<file path="config.mk">
export PLATFORM = sky130hd
export DESIGN_NAME = fw_scoreboard
export DESIGN_NICKNAME = d
export VERILOG_FILES = /design/src/rtl/fw_scoreboard.sv
export SDC_FILE = /design/constraint.sdc
export NUM_CORES = 1
export LEC_CHECK = 0
export ABC_CLOCK_PERIOD_IN_PS = 5150
export CORE_AREA = 2 2 66 68
export CTS_CLUSTER_SIZE = 16
export DETAILED_ROUTE_END_ITERATION = 12
export DIE_AREA = 0 0 68 70
export PLACE_DENSITY_LB_ADDON = 0.12
export RECOVER_POWER = 25
export REMOVE_ABC_BUFFERS = 1
export SYNTH_ARGS = -nofsm -noshare
export SYNTH_HDL_FRONTEND = slang
export SYNTH_SLANG_ARGS = --single-unit
</file>
<file path="constraint.sdc">
create_clock -name clk -period 5.15 [get_ports clk]
set_clock_uncertainty 0.1 [all_clocks]
set_input_delay 1.03 -clock clk [delete_from_list [all_inputs] [get_ports clk]]
set_output_delay 1.03 -clock clk [all_outputs]
set_load 0.02 [all_outputs]
</file>
<file path="src/rtl/fw_scoreboard.sv">
// Forwarding and load-use hazard unit: tracks in-flight register writes
// below ID, picks the youngest producer per source and stalls on unready loads.
module fw_scoreboard #(
    parameter int  REG_W       = 4,
    parameter int  NUM_SRC     = 2,
    parameter int  DEPTH       = 2,
    parameter int  LOAD_STAGES = 1,
    parameter int  CNT_W       = 16,
    localparam int SEL_W       = $clog2(DEPTH + 1)
) (
    input  logic                     clk,
    input  logic                     reset,
    input  logic                     id_valid,
    input  logic [NUM_SRC*REG_W-1:0] id_src,
    input  logic [NUM_SRC-1:0]       id_src_used,
    input  logic [REG_W-1:0]         id_dest,
    input  logic                     id_wr_en,
    input  logic                     id_is_load,
    input  logic                     flush,
    output logic                     stall,
    output logic [NUM_SRC*SEL_W-1:0] ex_fw_sel,
    output logic [CNT_W-1:0]         stall_cnt
);

    // Entry k holds the instruction k stages past ID (1 = EX).
    logic             ent_valid [1:DEPTH];
    logic [REG_W-1:0] ent_dest  [1:DEPTH];
    logic             ent_load  [1:DEPTH];

    logic [SEL_W-1:0] sel [NUM_SRC];
    logic             hazard;
    logic             advance;

    // Descending scan so the youngest matching producer overwrites older ones.
    always_comb begin
        hazard = 1'b0;
        for (int j = 0; j < NUM_SRC; j++) begin
            sel[j] = '0;
            for (int k = DEPTH; k >= 1; k--) begin
                if (id_valid && id_src_used[j] && ent_valid[k] &&
                    (ent_dest[k] == id_src[j*REG_W +: REG_W])) begin
                    sel[j] = SEL_W'(k);
                end
            end
            for (int k = 1; k <= LOAD_STAGES; k++) begin
                if ((sel[j] == SEL_W'(k)) && ent_load[k]) begin
                    hazard = 1'b1;
                end
            end
        end
    end

    // Handshake: id_valid is the valid, ~stall the ready; the ID instruction
    // moves into EX only on an edge with ~stall & ~flush, otherwise EX gets a bubble.
    assign stall   = hazard && !flush && !reset;
    assign advance = !stall && !flush;

    always_ff @(posedge clk) begin
        if (reset) begin
            for (int k = 1; k <= DEPTH; k++) begin
                ent_valid[k] <= 1'b0;
                ent_dest[k]  <= '0;
                ent_load[k]  <= 1'b0;
            end
            ex_fw_sel <= '0;
            stall_cnt <= '0;
        end else begin
            if (advance) begin
                ent_valid[1] <= id_valid && id_wr_en;
                ent_dest[1]  <= id_dest;
                ent_load[1]  <= id_is_load;
            end else begin
                ent_valid[1] <= 1'b0;
                ent_dest[1]  <= '0;
                ent_load[1]  <= 1'b0;
            end

            // A flush squashes the instruction leaving EX as well.
            ent_valid[2] <= ent_valid[1] && !flush;
            ent_dest[2]  <= ent_dest[1];
            ent_load[2]  <= ent_load[1];

            for (int k = DEPTH; k >= 3; k--) begin
                ent_valid[k] <= ent_valid[k-1];
                ent_dest[k]  <= ent_dest[k-1];
                ent_load[k]  <= ent_load[k-1];
            end

            for (int j = 0; j < NUM_SRC; j++) begin
                ex_fw_sel[j*SEL_W +: SEL_W] <= advance ? sel[j] : '0;
            end

            if (stall && (stall_cnt != {CNT_W{1'b1}})) begin
                stall_cnt <= stall_cnt + CNT_W'(1);
            end
        end
    end

endmodule

</file>
# ---- Yosys cells after proc, flatten, opt, wreduce, memory -nomap -nowiden
# Memories as Yosys holds them, arrays and structs flattened.
# Index checks and enable logic that the tools add are counted.
dict set report classes {
  n_addsub 1
  eq_ne 7
  n_mux 24
  bitwise_logic 10
  reduce_logical 22
}
# operator count
set op_table {}
lappend op_table {{1-bit logical AND} 18}
lappend op_table {{1-bit two-way mux} 17}
lappend op_table {{16-bit by 1-bit adder with 16-bit output, second input constant} 1}
lappend op_table {{4-bit == test} 4}
lappend op_table {{16-bit inequality test, second input constant} 1}
lappend op_table {{4-bit two-way mux} 3}
lappend op_table {{1-bit bitwise OR} 9}
lappend op_table {{2-bit two-way mux} 4}
lappend op_table {{2-bit by 1-bit == test with 1-bit output, second input constant} 2}
lappend op_table {{1-bit zero test} 3}
lappend op_table {{2-bit OR reduction} 1}
lappend op_table {{1-bit NOT} 1}
dict set report totals {
  regBits 20
  ramBits 12
  input_bits 20
  output_inout_bits 21
  wordCells 69
  n_memories 3
}
# memory words word_bits read_ports rd_ports_with_merged_regs write_ports line_no
set memory_table {}
lappend memory_table {ent_dest 2 4 2 0 2 27} ;# logic [REG_W-1:0] ent_dest [1:DEPTH];
lappend memory_table {ent_load 2 1 1 0 2 28} ;# logic ent_load [1:DEPTH];
lappend memory_table {ent_valid 2 1 2 0 2 26} ;# logic ent_valid [1:DEPTH];

# ---- Logic depth before layout (Yosys ltp)
dict set report depth {
  word_depth 18
  ltp_mapped 7
  mapped_depth_nobuf 6
}

# ---- Worst setup path before layout
# Ideal clock, no wire load.
dict set report synth_timing {
  kind {input to output}
  start {in reset}
  end {out stall}
  arrival_ns 2.049
  required_ns 4.020
  slack_ns 1.971
  cell_stages 5
  cell_sequence {or3b_4 > nor3b_2 > a22oi_2 > clkbuf_1 > inv_1}
}
dict set report synth_via {
  elab_chain_cells 2
}
# item line_no
set synth_lines {}
lappend synth_lines {{start: declaration} 12} ;# input logic reset,
lappend synth_lines {{1-bit zero test} 55} ;# assign stall = hazard && !flush && !reset;
lappend synth_lines {{1-bit logical AND} 55}
lappend synth_lines {{end: declaration} 20} ;# output logic stall,
# No other way between the ends.

# ---- Worst setup path in the final report
dict set report layout_timing {
  start {in id_src[5]}
  end {out stall}
}
dict set report layout_via {
  elab_chain_cells 9
  elab_cells_between_ends 11
  cone_classes {3 x eq/ne; 3 x mux; 5 x reduce/logical}
}
# item line_no
set layout_lines {}
lappend layout_lines {{start: declaration} 14} ;# input logic [NUM_SRC*REG_W-1:0] id_src,
lappend layout_lines {{4-bit == test} 41} ;# (ent_dest[k] == id_src[j*REG_W +: REG_W])) begin
lappend layout_lines {{1-bit logical AND} 40} ;# if (id_valid && id_src_used[j] && ent_valid[k] &&
lappend layout_lines {{2-bit two-way mux} 40}
lappend layout_lines {{2-bit two-way mux *} 40}
lappend layout_lines {{2-bit by 1-bit == test with 1-bit output *} 46} ;# if ((sel[j] == SEL_W'(k)) && ent_load[k]) begin
lappend layout_lines {{1-bit logical AND *} 46}
lappend layout_lines {{1-bit two-way mux *} 46}
lappend layout_lines {{1-bit logical AND * (2 in series)} 55}
# Mark *: on every way between the ends. The rest lies on a longest branch, timed or not.

==> results.sh <==
export IMPL_outcome="finished clean"
export IMPL_min_delay_path_depth=1
export IMPL_clock_sinks=31
export IMPL_worst_setup_path_type="in -> out"
export IMPL_route_vias_total=1435
export IMPL_dp_hpwl_mm=2.684
export IMPL_flow_area_growth_from_synthesis_pct=34.05
export IMPL_synth_xor_area_share_pct=8.868
export IMPL_tritoncts="yes"
export IMPL_layoutNonFillerInstCount=272
export IMPL_share_of_cells_above_drive_strength_1_pct=4.091
export IMPL_synth_yosys_warnings=0
export IMPL_tritoncts_num_buffers=5
export IMPL_io_pins=41
export IMPL_synthesized_area_fraction_occupied_by_ao_oa_aoi_and_oai_cells_pct=16.15
export IMPL_cts_htree_levels=2
export IMPL_grt_overflow=0
export IMPL_total_leakage_power_nw=0.6903
export IMPL_grt_max_degree=31
export IMPL_critical_path_startpoint_type="input pin"
export IMPL_fmaxAchievable_mhz=220.0
export IMPL_placeableCoreArea_um2=4144
export IMPL_post_place_ws_ns=0.6092
export IMPL_design_final_nets=240
export IMPL_final_util_pct=51.12
export IMPL_vdd_drop_max_v=0.0001469
export IMPL_ctsRootBufferMaster="sky130_fd_sc_hd__clkbuf_8"
export IMPL_vias_in_the_first_global_route=1363
export IMPL_hold_slack_ns=0.3838
export IMPL_placed_area_um2=2042
export IMPL_num_fill_cells=390
export IMPL_min_to="ex_fw_sel[1]"
export IMPL_postCtsResizedCells=0
export IMPL_post_synth_instance_area_um2=1580
export IMPL_critical_path_max_fanout=30
export IMPL_crit_top_cell="sky130_fd_sc_hd__clkdlybuf4s50_1"
export IMPL_layout_commonest_cell="sky130_fd_sc_hd__clkdlybuf4s50_1"
export IMPL_drtIter0Drc=114
export IMPL_arrival_ns=3.42
export IMPL_grt_antenna_before_repair=0
export IMPL_wl_per_cell_um=13.36
export IMPL_vias_per_cell=5.276
export IMPL_finalCriticalPeriod_ns=4.545
export IMPL_register_area_um2=680.7
export IMPL_synth_distinct_cells=40
export IMPL_hold_start="ent_valid[2]"
export IMPL_synthAdderAreaFrac_pct=0.7918
export IMPL_synthMuxAreaShare_pct=0
export IMPL_maximum_cell_stage_delay_along_the_critical_path_ns=0.82
export IMPL_route_final_wire_length_mm=3.635
export IMPL_die_area_um2=4760
export IMPL_r2r_setup_slack_ns=2.82
export IMPL_max_slew_margin_pct=28.83
export IMPL_timing_hold_worst_class="reg -> reg"
export IMPL_worst_r2r_path_depth=5
export IMPL_fin_setup_tns_ns=0
export IMPL_drt_drc_violations_left=0
export IMPL_crit_path_top_delay_cell="sky130_fd_sc_hd__a22oi_2"
export IMPL_worstSkewPairLatency_ns=0.28
export IMPL_synth_seq_cells=31
export IMPL_n_antenna_cell=0
export IMPL_drt_first_pass_iters=4
export IMPL_p_per_area_nw_per_um2=226.8
export IMPL_cts_clk_slew_worst_paths_ns=0.07
export IMPL_dieHeight_um=70
export IMPL_worstPathCellList="clkdlybuf4s50_1, xor2_1, nor3_2, a22oi_2, inv_1, clkdlybuf4s50_1"
export IMPL_postRouteAntennaNets=0
export IMPL_fp_row_count=24
export IMPL_place_congestion=0.7949
export IMPL_initial_core_utilization_pct=38.13
export IMPL_r2r_end="stall_cnt[5]"
export IMPL_grt_pass1_wl_mm=6.127
export IMPL_maxSlewViolCount=0
export IMPL_post_cts_buffers=0
export IMPL_synth_yosys_seq_area_share_pct=43.07
export IMPL_multi_input_comb_area_um2=877.1
export IMPL_grt_setup_unrepaired="false"
export IMPL_maxCapViolations=0
export IMPL_worst_setup_path_end_kind="output port"
export IMPL_post_synth_cell_area_avg_um2=9.188
export IMPL_die_width_um=68
export IMPL_post_layout_total_power_uw=480.3
export IMPL_post_route_period_util_pct=88.26
export IMPL_port_buffers=40
export IMPL_most_common_layout_cells="32 x sky130_fd_sc_hd__clkdlybuf4s50_1, 25 x sky130_fd_sc_hd__dfxtp_1, 16 x sky130_fd_sc_hd__a21oi_1"
export IMPL_track_usage_pct=16.57
export IMPL_post_synth_inst_count=172
export IMPL_synth_simple_gate_area_share_pct=28.27
export IMPL_placed_cells=264
export IMPL_final_hold_fails=0
export IMPL_worst_ep_required_time_ns=4.02
export IMPL_rr_startpoint="ent_dest[1][0]"
export IMPL_final_setup_viol_count=0
export IMPL_dominant_combinational_cell_family_by_area_after_synthesis="simple AND/OR/NAND/NOR gates"
export IMPL_clk_path_buf_depth=2
export IMPL_transition_at_the_pin_with_the_smallest_max_transition_slack_ns=1.068
export IMPL_post_route_cell_area_um2=2118
export IMPL_postCtsHoldBufs=0
export IMPL_finalWorstSetupSlack_ns=0.6048
==> how the worst max path moves through the flow <==
stage	slack, ns	end	from
detailed placement	0.61	stall	id_src[5]
finish	0.60	stall	id_src[5]
floorplan	1.85	stall	id_src[5]
global route	0.45	stall	id_src[5]
CTS	0.61	stall	id_src[5]
global placement	0.66	stall	id_src[5]
==> critical path: cells and delay by family <==
family          cells  cell delay, ns
compound gates      1            0.82
xor+xnor            1            0.23
buf+inv             3            1.24
simple gates        1            0.08
==> Yosys cell counts <==
cell type,n,area share [%]
sky130_fd_sc_hd__dfxtp_1,25,32
sky130_fd_sc_hd__a21oi_1,16,5.1
sky130_fd_sc_hd__o21ai_0,12,3.8
sky130_fd_sc_hd__nand3_1,10,3.2
sky130_fd_sc_hd__or3_1,10,4.0
sky130_fd_sc_hd__xor2_1,10,5.5
sky130_fd_sc_hd__nand4_1,8,3.2
sky130_fd_sc_hd__and2_1,6,2.4
sky130_fd_sc_hd__edfxtp_1,6,11
sky130_fd_sc_hd__nor2_1,6,1.4
sky130_fd_sc_hd__xnor2_1,6,3.3
sky130_fd_sc_hd__clkbuf_1,5,1.2
sky130_fd_sc_hd__nand2_1,5,1.2
sky130_fd_sc_hd__nor2b_1,4,1.6
sky130_fd_sc_hd__nor4_1,4,1.6
sky130_fd_sc_hd__or4_1,4,1.9
sky130_fd_sc_hd__and3_1,3,1.2
sky130_fd_sc_hd__inv_1,3,0.71
sky130_fd_sc_hd__nor3_1,3,0.95
sky130_fd_sc_hd__o31ai_1,3,1.4
sky130_fd_sc_hd__o41ai_1,3,1.7
sky130_fd_sc_hd__nor3b_1,2,0.95
sky130_fd_sc_hd__a211oi_1,1,0.48
sky130_fd_sc_hd__a22oi_2,1,0.79
sky130_fd_sc_hd__and4_1,1,0.55
sky130_fd_sc_hd__buf_6,1,0.71
sky130_fd_sc_hd__conb_1,1,0.24
sky130_fd_sc_hd__ha_1,1,0.79
sky130_fd_sc_hd__nand2b_1,1,0.40
sky130_fd_sc_hd__nand3b_1,1,0.48
sky130_fd_sc_hd__nand4b_1,1,0.55
sky130_fd_sc_hd__nand4bb_1,1,0.71
sky130_fd_sc_hd__nor3_2,1,0.63
sky130_fd_sc_hd__nor3b_2,1,0.79
sky130_fd_sc_hd__o2111a_1,1,0.71
sky130_fd_sc_hd__o2111ai_1,1,0.55
sky130_fd_sc_hd__o211ai_1,1,0.48
sky130_fd_sc_hd__o2bb2ai_1,1,0.55
sky130_fd_sc_hd__o311a_1,1,0.63
sky130_fd_sc_hd__or3b_4,1,0.71
==> power by group <==
part	switching, mW	internal (mW)
registers	0.00433	0.252
logic	0.0182	0.0231
clock network	0.0866	0.0959
==> cell families after synthesis <==
logic type,after synthesis
other,1
DFF,31
AOI/OAI and AO/OA,41
and+or+nand+nor,73
buffers and inverters,9
xor gates and xnor gates,16
adders and majority gates,1
==> registers in the layout, indices dropped and copies added (netlist names) <==
| signal | count |
|---|---|
| ent_valid | 2 |
| ent_load | 1 |
| ent_dest | 8 |
| stall_cnt | 16 |
| ex_fw_sel | 4 |
==> metal layers <==
layer | vias up | routed length, um | track usage [%]
met1 | 657 | 1631 | 20.95
met4 | 0 | 21 | 4.000
met3 | 4 | 150 | 4.509
li1 | 737 | - | -
met2 | 37 | 1831 | 27.51
met5 | - | 0 | 0
==> cell type report <==
| cell class | count | share of cell area, % |
|---|---|---|
| inverter | 3 | 0.5316 |
| clock buffer | 8 | 3.780 |
| tap | 52 | 3.071 |
| timing repair buffer | 41 | 19.08 |
| multi-input combinational | 137 | 41.41 |
| sequential | 31 | 32.13 |
(Power assumes the default switching activity.)
